===== config.mk =====
export PLATFORM = sky130hd
export DESIGN_NAME = sdrc_wb_arb_flat
export DESIGN_NICKNAME = d
export VERILOG_FILES = /design/src/rtl/sdrc_wb_arb_if.sv /design/src/rtl/sdrc_wb_arb.sv /design/src/flat_wrapper.sv
export SDC_FILE = /design/constraint.sdc
export NUM_CORES = 1
export LEC_CHECK = 0
export ABC_AREA = 0
export CAP_MARGIN = 20
export CORE_AREA = 5 5 196 198
export CTS_BUF_LIST = sky130_fd_sc_hd__clkbuf_16
export CTS_CLUSTER_DIAMETER = 40
export CTS_CLUSTER_SIZE = 30
export DETAILED_ROUTE_END_ITERATION = 10
export DIE_AREA = 0 0 201 203
export PLACE_DENSITY = 0.47
export SLEW_MARGIN = 30
export SYNTH_ARGS = -nofsm -noshare
export SYNTH_HDL_FRONTEND = slang
export SYNTH_SLANG_ARGS = --single-unit

===== constraint.sdc =====
create_clock -name wb_clk_i -period 2.9 [get_ports wb_clk_i]
set_input_delay 0.58 -clock wb_clk_i [delete_from_list [all_inputs] [get_ports wb_clk_i]]
set_output_delay 0.58 -clock wb_clk_i [all_outputs]
set_load 0.02 [all_outputs]

===== src/rtl/sdrc_wb_arb_if.sv =====
// Bus bundle between the Wishbone masters, the arbiter and the wb2sdrc slave port.
// The arbiter binds to modport slave; the surrounding environment uses modport master.
interface sdrc_wb_arb_if #(
  parameter int NPORT = 4,
  parameter int dw    = 32,
  parameter int AW    = 25
);
  logic [NPORT-1:0]        m_wb_cyc_i;
  logic [NPORT-1:0]        m_wb_stb_i;
  logic [NPORT-1:0]        m_wb_we_i;
  logic [NPORT*AW-1:0]     m_wb_addr_i;
  logic [NPORT*dw-1:0]     m_wb_dat_i;
  logic [NPORT*dw/8-1:0]   m_wb_sel_i;
  logic [NPORT*3-1:0]      m_wb_cti_i;
  logic [NPORT-1:0]        m_wb_ack_o;
  logic [NPORT*dw-1:0]     m_wb_dat_o;

  logic                    s_wb_cyc_o;
  logic                    s_wb_stb_o;
  logic                    s_wb_we_o;
  logic [AW-1:0]           s_wb_addr_o;
  logic [dw-1:0]           s_wb_dat_o;
  logic [dw/8-1:0]         s_wb_sel_o;
  logic [2:0]              s_wb_cti_o;
  logic                    s_wb_ack_i;
  logic [dw-1:0]           s_wb_dat_i;

  logic [NPORT-1:0]        arb_gnt_o;

  modport slave (
    input  m_wb_cyc_i, m_wb_stb_i, m_wb_we_i, m_wb_addr_i, m_wb_dat_i, m_wb_sel_i, m_wb_cti_i,
    output m_wb_ack_o, m_wb_dat_o,
    output s_wb_cyc_o, s_wb_stb_o, s_wb_we_o, s_wb_addr_o, s_wb_dat_o, s_wb_sel_o, s_wb_cti_o,
    input  s_wb_ack_i, s_wb_dat_i,
    output arb_gnt_o
  );

  modport master (
    output m_wb_cyc_i, m_wb_stb_i, m_wb_we_i, m_wb_addr_i, m_wb_dat_i, m_wb_sel_i, m_wb_cti_i,
    input  m_wb_ack_o, m_wb_dat_o,
    input  s_wb_cyc_o, s_wb_stb_o, s_wb_we_o, s_wb_addr_o, s_wb_dat_o, s_wb_sel_o, s_wb_cti_o,
    output s_wb_ack_i, s_wb_dat_i,
    input  arb_gnt_o
  );
endinterface


===== src/rtl/sdrc_wb_arb.sv =====
// NPORT-way Wishbone arbiter in front of wb2sdrc: round-robin with a beat-count fairness
// release by default; define SDRC_WB_ARB_PRIO_EN for fixed priority without fairness release.
//
//   state    | meaning
//   ST_IDLE  | no owner; any cyc is arbitrated and the winner is granted on the next edge
//   ST_OWN   | granted port drives the slave; acks and read data routed back to it
//   ST_GAP   | one dead cycle with s_wb_cyc_o low before re-arbitration
module sdrc_wb_arb #(
  parameter int NPORT       = 4,
  parameter int dw          = 32,
  parameter int AW          = 25,
  parameter int BURST_LIMIT = 16
) (
  input  logic           wb_clk_i,
  input  logic           wb_rst_i,
  sdrc_wb_arb_if.slave   bus
);

  localparam int IW = (NPORT > 1) ? $clog2(NPORT) : 1;
  localparam int SW = dw / 8;

  typedef enum logic [1:0] {
    ST_IDLE = 2'd0,
    ST_OWN  = 2'd1,
    ST_GAP  = 2'd2
  } state_t;

  state_t           state_q, state_d;
  logic [NPORT-1:0] gnt_q, gnt_d;
  logic [IW-1:0]    idx_q, idx_d;
  logic [IW-1:0]    last_q, last_d;
  logic [7:0]       cnt_q, cnt_d;

  logic [IW-1:0]    sel_idx;
  logic             sel_found;
  logic             own;
  logic             any_req;
  logic             others_req;
  logic             cyc_g;
  logic [2:0]       cti_g;
  logic             fair_rel;

  assign own        = (state_q == ST_OWN);
  assign any_req    = |bus.m_wb_cyc_i;
  assign cyc_g      = bus.m_wb_cyc_i[idx_q];
  assign cti_g      = bus.m_wb_cti_i[idx_q*3 +: 3];
  assign others_req = |(bus.m_wb_cyc_i & ~gnt_q);

`ifdef SDRC_WB_ARB_PRIO_EN
  assign fair_rel = 1'b0;

  always_comb begin
    sel_idx   = '0;
    sel_found = 1'b0;
    for (int i = 0; i < NPORT; i++) begin
      if (!sel_found && bus.m_wb_cyc_i[i]) begin
        sel_found = 1'b1;
        sel_idx   = IW'(i);
      end
    end
  end
`else
  // Only release on a beat boundary that cannot be inside an incrementing burst.
  assign fair_rel = bus.s_wb_ack_i
                 && ((cti_g == 3'b000) || (cti_g == 3'b111))
                 && (({1'b0, cnt_q} + 9'd1) >= 9'(BURST_LIMIT))
                 && others_req;

  always_comb begin
    sel_idx   = '0;
    sel_found = 1'b0;
    for (int i = 1; i <= NPORT; i++) begin
      if (!sel_found && bus.m_wb_cyc_i[(int'(last_q) + i) % NPORT]) begin
        sel_found = 1'b1;
        sel_idx   = IW'((int'(last_q) + i) % NPORT);
      end
    end
  end
`endif

  always_comb begin
    state_d = state_q;
    gnt_d   = gnt_q;
    idx_d   = idx_q;
    last_d  = last_q;
    cnt_d   = cnt_q;
    case (state_q)
      ST_IDLE: begin
        if (any_req) begin
          state_d = ST_OWN;
          idx_d   = sel_idx;
          gnt_d   = NPORT'(1) << sel_idx;
          cnt_d   = '0;
        end
      end
      ST_OWN: begin
        if (bus.s_wb_ack_i && (cnt_q != 8'hFF)) begin
          cnt_d = cnt_q + 8'd1;
        end
        if (!cyc_g || fair_rel) begin
          state_d = ST_GAP;
          gnt_d   = '0;
          last_d  = idx_q;
        end
      end
      ST_GAP: begin
        state_d = ST_IDLE;
      end
      default: begin
        state_d = ST_IDLE;
        gnt_d   = '0;
      end
    endcase
  end

  always_ff @(posedge wb_clk_i or posedge wb_rst_i) begin
    if (wb_rst_i) begin
      state_q <= ST_IDLE;
      gnt_q   <= '0;
      idx_q   <= '0;
      last_q  <= IW'(NPORT - 1);
      cnt_q   <= '0;
    end else begin
      state_q <= state_d;
      gnt_q   <= gnt_d;
      idx_q   <= idx_d;
      last_q  <= last_d;
      cnt_q   <= cnt_d;
    end
  end

  // Everything below is gated by ownership, so reset (which forces IDLE) silences all outputs.
  always_comb begin
    bus.s_wb_cyc_o  = 1'b0;
    bus.s_wb_stb_o  = 1'b0;
    bus.s_wb_we_o   = 1'b0;
    bus.s_wb_addr_o = '0;
    bus.s_wb_dat_o  = '0;
    bus.s_wb_sel_o  = '0;
    bus.s_wb_cti_o  = '0;
    if (own) begin
      bus.s_wb_cyc_o  = cyc_g;
      bus.s_wb_stb_o  = bus.m_wb_stb_i[idx_q];
      bus.s_wb_we_o   = bus.m_wb_we_i[idx_q];
      bus.s_wb_addr_o = bus.m_wb_addr_i[idx_q*AW +: AW];
      bus.s_wb_dat_o  = bus.m_wb_dat_i[idx_q*dw +: dw];
      bus.s_wb_sel_o  = bus.m_wb_sel_i[idx_q*SW +: SW];
      bus.s_wb_cti_o  = cti_g;
    end
  end

  always_comb begin
    bus.m_wb_ack_o = '0;
    bus.m_wb_dat_o = '0;
    if (own) begin
      bus.m_wb_ack_o[idx_q]          = bus.s_wb_ack_i;
      bus.m_wb_dat_o[idx_q*dw +: dw] = bus.s_wb_dat_i;
    end
  end

  assign bus.arb_gnt_o = gnt_q;

endmodule


===== src/flat_wrapper.sv =====
// flat-port wrapper written by rule: the top's interface ports become plain ports
module sdrc_wb_arb_flat 
#(
  parameter int NPORT       = 4,
  parameter int dw          = 32,
  parameter int AW          = 25,
  parameter int BURST_LIMIT = 16
)
  (wb_clk_i, wb_rst_i, bus_m_wb_cyc_i, bus_m_wb_stb_i, bus_m_wb_we_i, bus_m_wb_addr_i, bus_m_wb_dat_i, bus_m_wb_sel_i, bus_m_wb_cti_i, bus_m_wb_ack_o, bus_m_wb_dat_o, bus_s_wb_cyc_o, bus_s_wb_stb_o, bus_s_wb_we_o, bus_s_wb_addr_o, bus_s_wb_dat_o, bus_s_wb_sel_o, bus_s_wb_cti_o, bus_s_wb_ack_i, bus_s_wb_dat_i, bus_arb_gnt_o);
  sdrc_wb_arb_if #(.NPORT(NPORT), .dw(dw), .AW(AW)) bus_i ();
  input  logic wb_clk_i;
  input  logic wb_rst_i;
  input wire logic [$bits(bus_i.m_wb_cyc_i)-1:0] bus_m_wb_cyc_i;
  input wire logic [$bits(bus_i.m_wb_stb_i)-1:0] bus_m_wb_stb_i;
  input wire logic [$bits(bus_i.m_wb_we_i)-1:0] bus_m_wb_we_i;
  input wire logic [$bits(bus_i.m_wb_addr_i)-1:0] bus_m_wb_addr_i;
  input wire logic [$bits(bus_i.m_wb_dat_i)-1:0] bus_m_wb_dat_i;
  input wire logic [$bits(bus_i.m_wb_sel_i)-1:0] bus_m_wb_sel_i;
  input wire logic [$bits(bus_i.m_wb_cti_i)-1:0] bus_m_wb_cti_i;
  output wire logic [$bits(bus_i.m_wb_ack_o)-1:0] bus_m_wb_ack_o;
  output wire logic [$bits(bus_i.m_wb_dat_o)-1:0] bus_m_wb_dat_o;
  output wire logic [$bits(bus_i.s_wb_cyc_o)-1:0] bus_s_wb_cyc_o;
  output wire logic [$bits(bus_i.s_wb_stb_o)-1:0] bus_s_wb_stb_o;
  output wire logic [$bits(bus_i.s_wb_we_o)-1:0] bus_s_wb_we_o;
  output wire logic [$bits(bus_i.s_wb_addr_o)-1:0] bus_s_wb_addr_o;
  output wire logic [$bits(bus_i.s_wb_dat_o)-1:0] bus_s_wb_dat_o;
  output wire logic [$bits(bus_i.s_wb_sel_o)-1:0] bus_s_wb_sel_o;
  output wire logic [$bits(bus_i.s_wb_cti_o)-1:0] bus_s_wb_cti_o;
  input wire logic [$bits(bus_i.s_wb_ack_i)-1:0] bus_s_wb_ack_i;
  input wire logic [$bits(bus_i.s_wb_dat_i)-1:0] bus_s_wb_dat_i;
  output wire logic [$bits(bus_i.arb_gnt_o)-1:0] bus_arb_gnt_o;
  assign bus_i.m_wb_cyc_i = bus_m_wb_cyc_i;
  assign bus_i.m_wb_stb_i = bus_m_wb_stb_i;
  assign bus_i.m_wb_we_i = bus_m_wb_we_i;
  assign bus_i.m_wb_addr_i = bus_m_wb_addr_i;
  assign bus_i.m_wb_dat_i = bus_m_wb_dat_i;
  assign bus_i.m_wb_sel_i = bus_m_wb_sel_i;
  assign bus_i.m_wb_cti_i = bus_m_wb_cti_i;
  assign bus_m_wb_ack_o = bus_i.m_wb_ack_o;
  assign bus_m_wb_dat_o = bus_i.m_wb_dat_o;
  assign bus_s_wb_cyc_o = bus_i.s_wb_cyc_o;
  assign bus_s_wb_stb_o = bus_i.s_wb_stb_o;
  assign bus_s_wb_we_o = bus_i.s_wb_we_o;
  assign bus_s_wb_addr_o = bus_i.s_wb_addr_o;
  assign bus_s_wb_dat_o = bus_i.s_wb_dat_o;
  assign bus_s_wb_sel_o = bus_i.s_wb_sel_o;
  assign bus_s_wb_cti_o = bus_i.s_wb_cti_o;
  assign bus_i.s_wb_ack_i = bus_s_wb_ack_i;
  assign bus_i.s_wb_dat_i = bus_s_wb_dat_i;
  assign bus_arb_gnt_o = bus_i.arb_gnt_o;
  sdrc_wb_arb #(.NPORT(NPORT), .dw(dw), .AW(AW), .BURST_LIMIT(BURST_LIMIT)) u_core (.wb_clk_i(wb_clk_i), .wb_rst_i(wb_rst_i), .bus(bus_i));
endmodule

==> results by group, run 1 <==
Final layout
  • Number of diodes: 0
  • Commonest non-fill, non-tap cell in the layout: clkdlybuf4s50_1
  • Design area: roughly 10000 µm²
  • P&R area growth vs syn: 147%
  • NumNets Final: 1235
  • Most frequent cells in the layout: clkdlybuf4s50_1, and2_1, dlygate4sd2_1, mux4_2, buf_4
  • Fillcell total: 3979
  • Ratio of cells with drive above 1 in the final layout: 14.8%
  • Final non-filler cell total: roughly 1400
  • Final core occ: 27.0%

Critical path
  • Worst setup EP type: primary output
  • R2R Setup Slk: 140 ps
  • CP arrival: 2300 ps
  • CP Class: register to primary output
  • Worst Path Max Fanout: 15
  • CP required: roughly 2300 ps
  • Startpoint types: register

Synth
  • Number of synthesized flops with an enable pin: 0
  • Top-area cell type share of the netlist area: 37.9%
  • Asr flop ratio synth: 100%
  • Top FF cell, synth: dfrtp_1
  • Post-Syn Area: 3980 µm²
  • Seq cells post-synth: 18
  • Synth unique cells: 40
  • Mean Syn Cell Area: approximately 9.5 µm²
  • Sequential fraction of the synthesis area: 11.4%
  • Post-Syn Nets: 727
  • Post-Synthesis Cells: 418
  • Yosys warns: 0
  • Synth area leaders: mux4_2, and2_1, dfrtp_1, clkbuf_1, ha_1
  • Yosys top cell by area: mux4_2

Placed design
  • Port Buf Inserts: between 500 and 600
  • Place WS: -94.0 ps
  • Detailed placement HPWL: 23600 µm
  • GP Congestion: 0.827
  • Cell Area, Placed: 9750 µm²
  • Cell count after placement: 1378

GRT
  • Tot GR Track Use: 12.9%
  • Number of global-route vias before repair: just under 6000
  • First-pass GRT wire length: between 40000 and 50000 µm
  • Pin count of the biggest net entering global routing: 74
  • Initial antenna violation count: 1
  • Congestion Overflow GR: 0

Timing
  • Final setup viols: 0
  • Final min period: 2880 ps
  • Worst hold slack: 545 ps
  • Setup TNS: 0 ps
  • Setup slack after layout: ~23 ps
  • Final-report hold violation count: 0
  • Final worst-path cycle share: between 90% and 100%
  • Max Fclk: 348 MHz
  • Clk_skew: 1.55 ps
  • Normalized max-slew margin: 51.2%
  • Worst-margin pin slew: 732 ps
  • Max-slew violations: 0

Route
  • Via/cell ratio: 3.92
  • Detail Route Antenna Nets: 0
  • Routed Wire Length: 28900 µm
  • Number of remaining DRC errors: 0
  • Routed vias: 5464
  • Drt first pass iters: 5
  • Wire per inst: 20.8 µm
  • DR iter-0 viols: 255

Clock network
  • CTS buffer count: 3
  • CTS tree: built
  • Clock buffer depth: 2
  • Root Driver: clkbuf_16
  • Clk_lat worst skew: 250 ps
  • H-tree depth: 1
  • CTS Hold Buffers Added: 0
  • Reg clk slew, reported paths: 60 ps
  • Sink Count: 18

Floorplanning
  • # rows: 70
  • Initial Util: 10.9%
  • DIE HEIGHT: 203 µm
  • Top Ports: 506
  • Die width: 201 µm
  • Die area: 40800 µm²
  • Placeable Area: 36300 µm²

Power and ir drop
  • Total power draw: 6.15 mW
  • Leakage power: 4.42 nW
  • PwrDens: 626 nW/µm²
  • Max IR drop VDD: between 0.0004 and 0.0005 V

Flow run
  • Max_cap viols: 0

Worst hold path
  • Hold WC Path Type: register to register

Run status
  • Status: completed
[worst max-delay path, stage by stage, from the launching register on]
cell and delay, ps:
dfrtp_4 450, buf_12 110, buf_16 160, mux4_2 520, and2_1 230, clkdlybuf4s50_1 560
[kinds of logic (layout without fill, tap and decap cells)]
| logic type | Yosys count | count (layout) | share of synthesized area, % |
|---|---|---|---|
| xor+xnor | 3 | 3 | 0.661 |
| buf+inv | 42 | 549 | 4.18 |
| simple gates | 251 | 251 | 38.2 |
| mux | 70 | 70 | 38.8 |
| fa+ha+maj | 6 | 6 | 1.89 |
| compound gates | 28 | 28 | 4.94 |
| flops | 18 | 18 | 11.4 |
[cell usage after synthesis (2+ instances only)]
library cell,number
nor4_1,2
and2_1,195
a22o_1,2
nand2b_1,3
o22ai_1,2
mux2_1,2
dfstp_2,2
nand4_1,3
nor2_1,11
and4_1,2
buf_1,5
dfrtp_1,16
a32o_1,2
o21ai_0,9
a21oi_1,3
nor3_1,5
inv_1,6
xor2_1,3
nor2b_1,7
clkbuf_1,29
nand3_1,3
mux4_2,67
ha_1,6
or3_1,2
nand2_1,10
a21o_1,2
and3_1,6
[final timing paths]
kind / start / end / cells past startpoint
setup / recovery: u_core.idx_q[0]$_DFFE_PP0P_ / bus_s_wb_sel_o[1] / 5
hold reg to reg: u_core.bus.arb_gnt_o[0]$_DFFE_PP0P_ / u_core.bus.arb_gnt_o[0]$_DFFE_PP0P_ / 1
min in group asynchronous: wb_rst_i / u_core.cnt_q[3]$_DFFE_PP0P_ / 2
max in group asynchronous: wb_rst_i / u_core.idx_q[1]$_DFFE_PP0P_ / 2
hold / removal: u_core.bus.arb_gnt_o[0]$_DFFE_PP0P_ / u_core.bus.arb_gnt_o[0]$_DFFE_PP0P_ / 1
setup reg to reg: u_core.idx_q[0]$_DFFE_PP0P_ / u_core.last_q[0]$_DFFE_PP1P_ / 8
[registers in the layout (all words and copies together) (netlist names)]
| name | count |
|---|---|
| u_core.state_q | 2 |
| u_core.idx_q | 2 |
| u_core.cnt_q | 8 |
| u_core.last_q | 2 |
| u_core.bus.arb_gnt_o | 4 |
[report_power, final]
part / total, mW / internal [mW] / switching (mW) / leakage (nW)
Clock: 0.283 / 0.183 / 0.0995 / 0.0385
Combinational: 5.43 / 2.75 / 2.68 / 4.15
Sequential: 0.434 / 0.344 / 0.0900 / 0.232
[per-layer routing]
metal	track usage, %	vias up	wire length [µm]	share of wire (%)
met1	15.1	2603	11400	39
met3	3.61	16	2240	7.7
met5	0	-	13	0.045
met2	23.9	319	14900	51
met4	2.16	2	412	1.4
li1	-	2524	-	-
[area by class of cell]
class	count	area, µm²	share of cell area (%)
inverters	6	22.5	0.229
repair buffers	539	5280	53.7
flip-flops and latches	18	460	4.69
well taps	468	586	5.96
clock inverters	1	3.75	0.0382
clock buffers	3	75.1	0.765
multi-input cells	358	3400	34.6
[timing repair]
item,in CTS,in global routing
cloned,2,3
buffers inserted,2,4
endpoints found under the setup margin,169,39
gates resized for setup,217,17
pin swaps,1,2
Power figures use the tool's default switching activity.
==> inputs of run 2 (changes only) <==
--- a/config.mk
+++ b/config.mk
@@ -14,6 +14,7 @@
 export DETAILED_ROUTE_END_ITERATION = 10
 export DIE_AREA = 0 0 201 203
 export PLACE_DENSITY = 0.47
+export SKIP_CTS_REPAIR_TIMING = 1
 export SLEW_MARGIN = 30
 export SYNTH_ARGS = -nofsm -noshare
 export SYNTH_HDL_FRONTEND = slang
==> run 2 against run 1 <==
Effect of this change: the flow now finishes with violations (negative setup slack); global-route usage is 0.36 points lower; critical endpoint unchanged; largest power group unchanged; clock skew hardly changed; power is 1.4% higher; largest cell class unchanged; non-clock buffer count is 3 lower.
==> results by group, run 2 (synthesis results as in run 1) <==
Run status
  • Status: complete, but fails checks
  • Failing checks: negative setup slack

Route
  • Routed vias: 5492 (+0.51%)
  • Routed Wire Length: 29000 µm (+0.20%)
  • Detail Route Antenna Nets: 0 (unchanged)
  • DR iter-0 viols: 209 (-18%)
  • Via/cell ratio: 3.95 (+0.73%)
  • Drt first pass iters: 4 (-1)
  • Wire per inst: 20.9 µm (+0.42%)
  • Number of remaining DRC errors: 0 (unchanged)

Final layout
  • Design area: 10300 µm² (+4.6%)
  • Final non-filler cell total: 1390 (-0.22%)
  • Ratio of cells with drive above 1 in the final layout: 14.4% (-0.39 points)
  • Number of diodes: 0 (unchanged)
  • Reg with most FFs: u_core.cnt_q
  • NumNets Final: 1232 (-0.24%)
  • Final core occ: 28.3% (+1.2 points)
  • Most frequent cells in the layout: clkdlybuf4s50_1, and2_1, dlymetal6s2s_1, mux4_2, buf_4
  • P&R area growth vs syn: 158%
  • Max reg flops: 8 (unchanged)
  • Commonest non-fill, non-tap cell in the layout: clkdlybuf4s50_1

GRT
  • Pin count of the biggest net entering global routing: 74 (unchanged)
  • Tot GR Track Use: 12.6% (-0.36 points)
  • First-pass GRT wire length: 39500 µm (-2.1%)
  • GRT met2 Usage: 23.2% (-0.75 points)
  • GRT Max-Usage Layer: met2
  • Congestion Overflow GR: 0 (unchanged)
  • Met1 usage: 14.5% (-0.58 points)
  • Number of global-route vias before repair: 5806 (-0.39%)
  • Initial antenna violation count: 2 (+1)
  • Met3 GRT Util: 3.74% (+0.13 points)

Timing
  • Max Fclk: 341 MHz (-1.7%)
  • Final-report hold violation count: 0 (unchanged)
  • Max-slew violations: 0 (unchanged)
  • Final min period: 2930 ps (+51.1 ps)
  • RSZ-0062 raised after global routing: yes
  • Final setup viols: 3 (+3)
  • Final worst-path cycle share: 101% (+1.8 points)
  • Setup slack after layout: -28.5 ps (-51.1 ps)
  • Worst-margin pin slew: 727 ps (-5.03 ps)
  • Setup TNS: -46.2 ps (-46.2 ps)
  • Normalized max-slew margin: 51.5% (+0.34 points)
  • Clk_skew: 1.67 ps (+0.119 ps)

Placed design
  • Cell count after placement: 1378 (unchanged)
  • GP Congestion: 0.827 (unchanged)
  • Port Buf Inserts: 505 (unchanged)
  • Place WS: -94.0 ps (unchanged)
  • Detailed placement HPWL: 23600 µm (unchanged)
  • Cell Area, Placed: 9750 µm² (unchanged)

Floorplanning
  • DIE HEIGHT: 203 µm (unchanged)
  • Initial Util: 10.9% (unchanged)
  • # rows: 70 (unchanged)
  • Top Ports: 506 (unchanged)
  • Placeable Area: 36300 µm² (unchanged)
  • Die width: 201 µm (unchanged)
  • Die area: 40800 µm² (unchanged)

Clock network
  • CTS tree: built
  • H-tree depth: 1 (unchanged)
  • Clk_lat worst skew: 250 ps (about the same)
  • CTS buffer count: 3 (unchanged)
  • Clock buffer depth: 2 (unchanged)
  • Reg clk slew, reported paths: 60 ps (about the same)
  • Root Driver: clkbuf_16
  • Sink Count: 18 (unchanged)

Flow run
  • Max_cap viols: 0 (unchanged)

Power and ir drop
  • Leakage power: 6.25 nW (+41%)
  • Max IR drop VDD: 0.000425 V (-15%)
  • PwrDens: 607 nW/µm² (-3.0%)

Critical path
  • CP Launch Point: u_core.idx_q[0]$_DFFE_PP0P_
  • Origin of the critical flop-to-flop path: u_core.idx_q[0]$_DFFE_PP0P_
  • Worst Path Max Fanout: 29 (+14)
  • CP arrival: 2350 ps (+50 ps)
  • Startpoint types: register
  • CP required: 2320 ps (about the same)
  • Worst setup EP type: primary output
  • CP Class: register to primary output

Worst hold path
  • Hold Path Origin: u_core.bus.arb_gnt_o[0]$_DFFE_PP0P_
  • Hold WC Path Type: register to register
## run 2: per-stage QoR
step	hold slack, ps	power [mW]
after CTS	567	6.18
after global routing	581	6.65
final	546	6.24
after floorplan	507	3.33
after global placement	548	5.89
after detailed placement	546	5.86
## run 2: path summary, 6_finish.rpt
kind                                                       end  cells past startpoint  slack, ps
min in group asynchronous          u_core.cnt_q[3]$_DFFE_PP0P_                      2        810
hold reg to reg            u_core.bus.arb_gnt_o[0]$_DFFE_PP0P_                      1        550
max in group asynchronous          u_core.idx_q[1]$_DFFE_PP0P_                      2       1550
setup / recovery                             bus_s_wb_sel_o[1]                      4        -30
hold / removal             u_core.bus.arb_gnt_o[0]$_DFFE_PP0P_                      1        550
setup reg to reg                  u_core.last_q[0]$_DFFE_PP1P_                      7         30
## run 2: area by class of cell
class | instances | area, µm²
inverter | 6 | 22.5
tap | 468 | 586
timing repair buffer | 536 | 5740
clock buffer | 3 | 75.1
fill | 3856 | 26100
multi-input combinational | 358 | 3380
sequential | 18 | 460
clock inverter | 1 | 3.75
## run 2: power breakdown
group | internal (mW) | total [mW] | switching, mW
Clock | 0.183 | 0.283 | 0.0997
Sequential | 0.344 | 0.449 | 0.105
Combinational | 2.87 | 5.51 | 2.64
## run 2: worst max-delay path: stages (launching register included)
cell and delay, ps:
dfrtp_4 510, buf_16 240, mux4_2 540, and2_1 220, clkdlybuf4s50_1 560
## run 2: layer usage
metal	wire length, µm	up-vias
li1	-	2522
met1	11400	2634
met2	14900	316
met3	2270	18
met4	457	2
met5	13	-
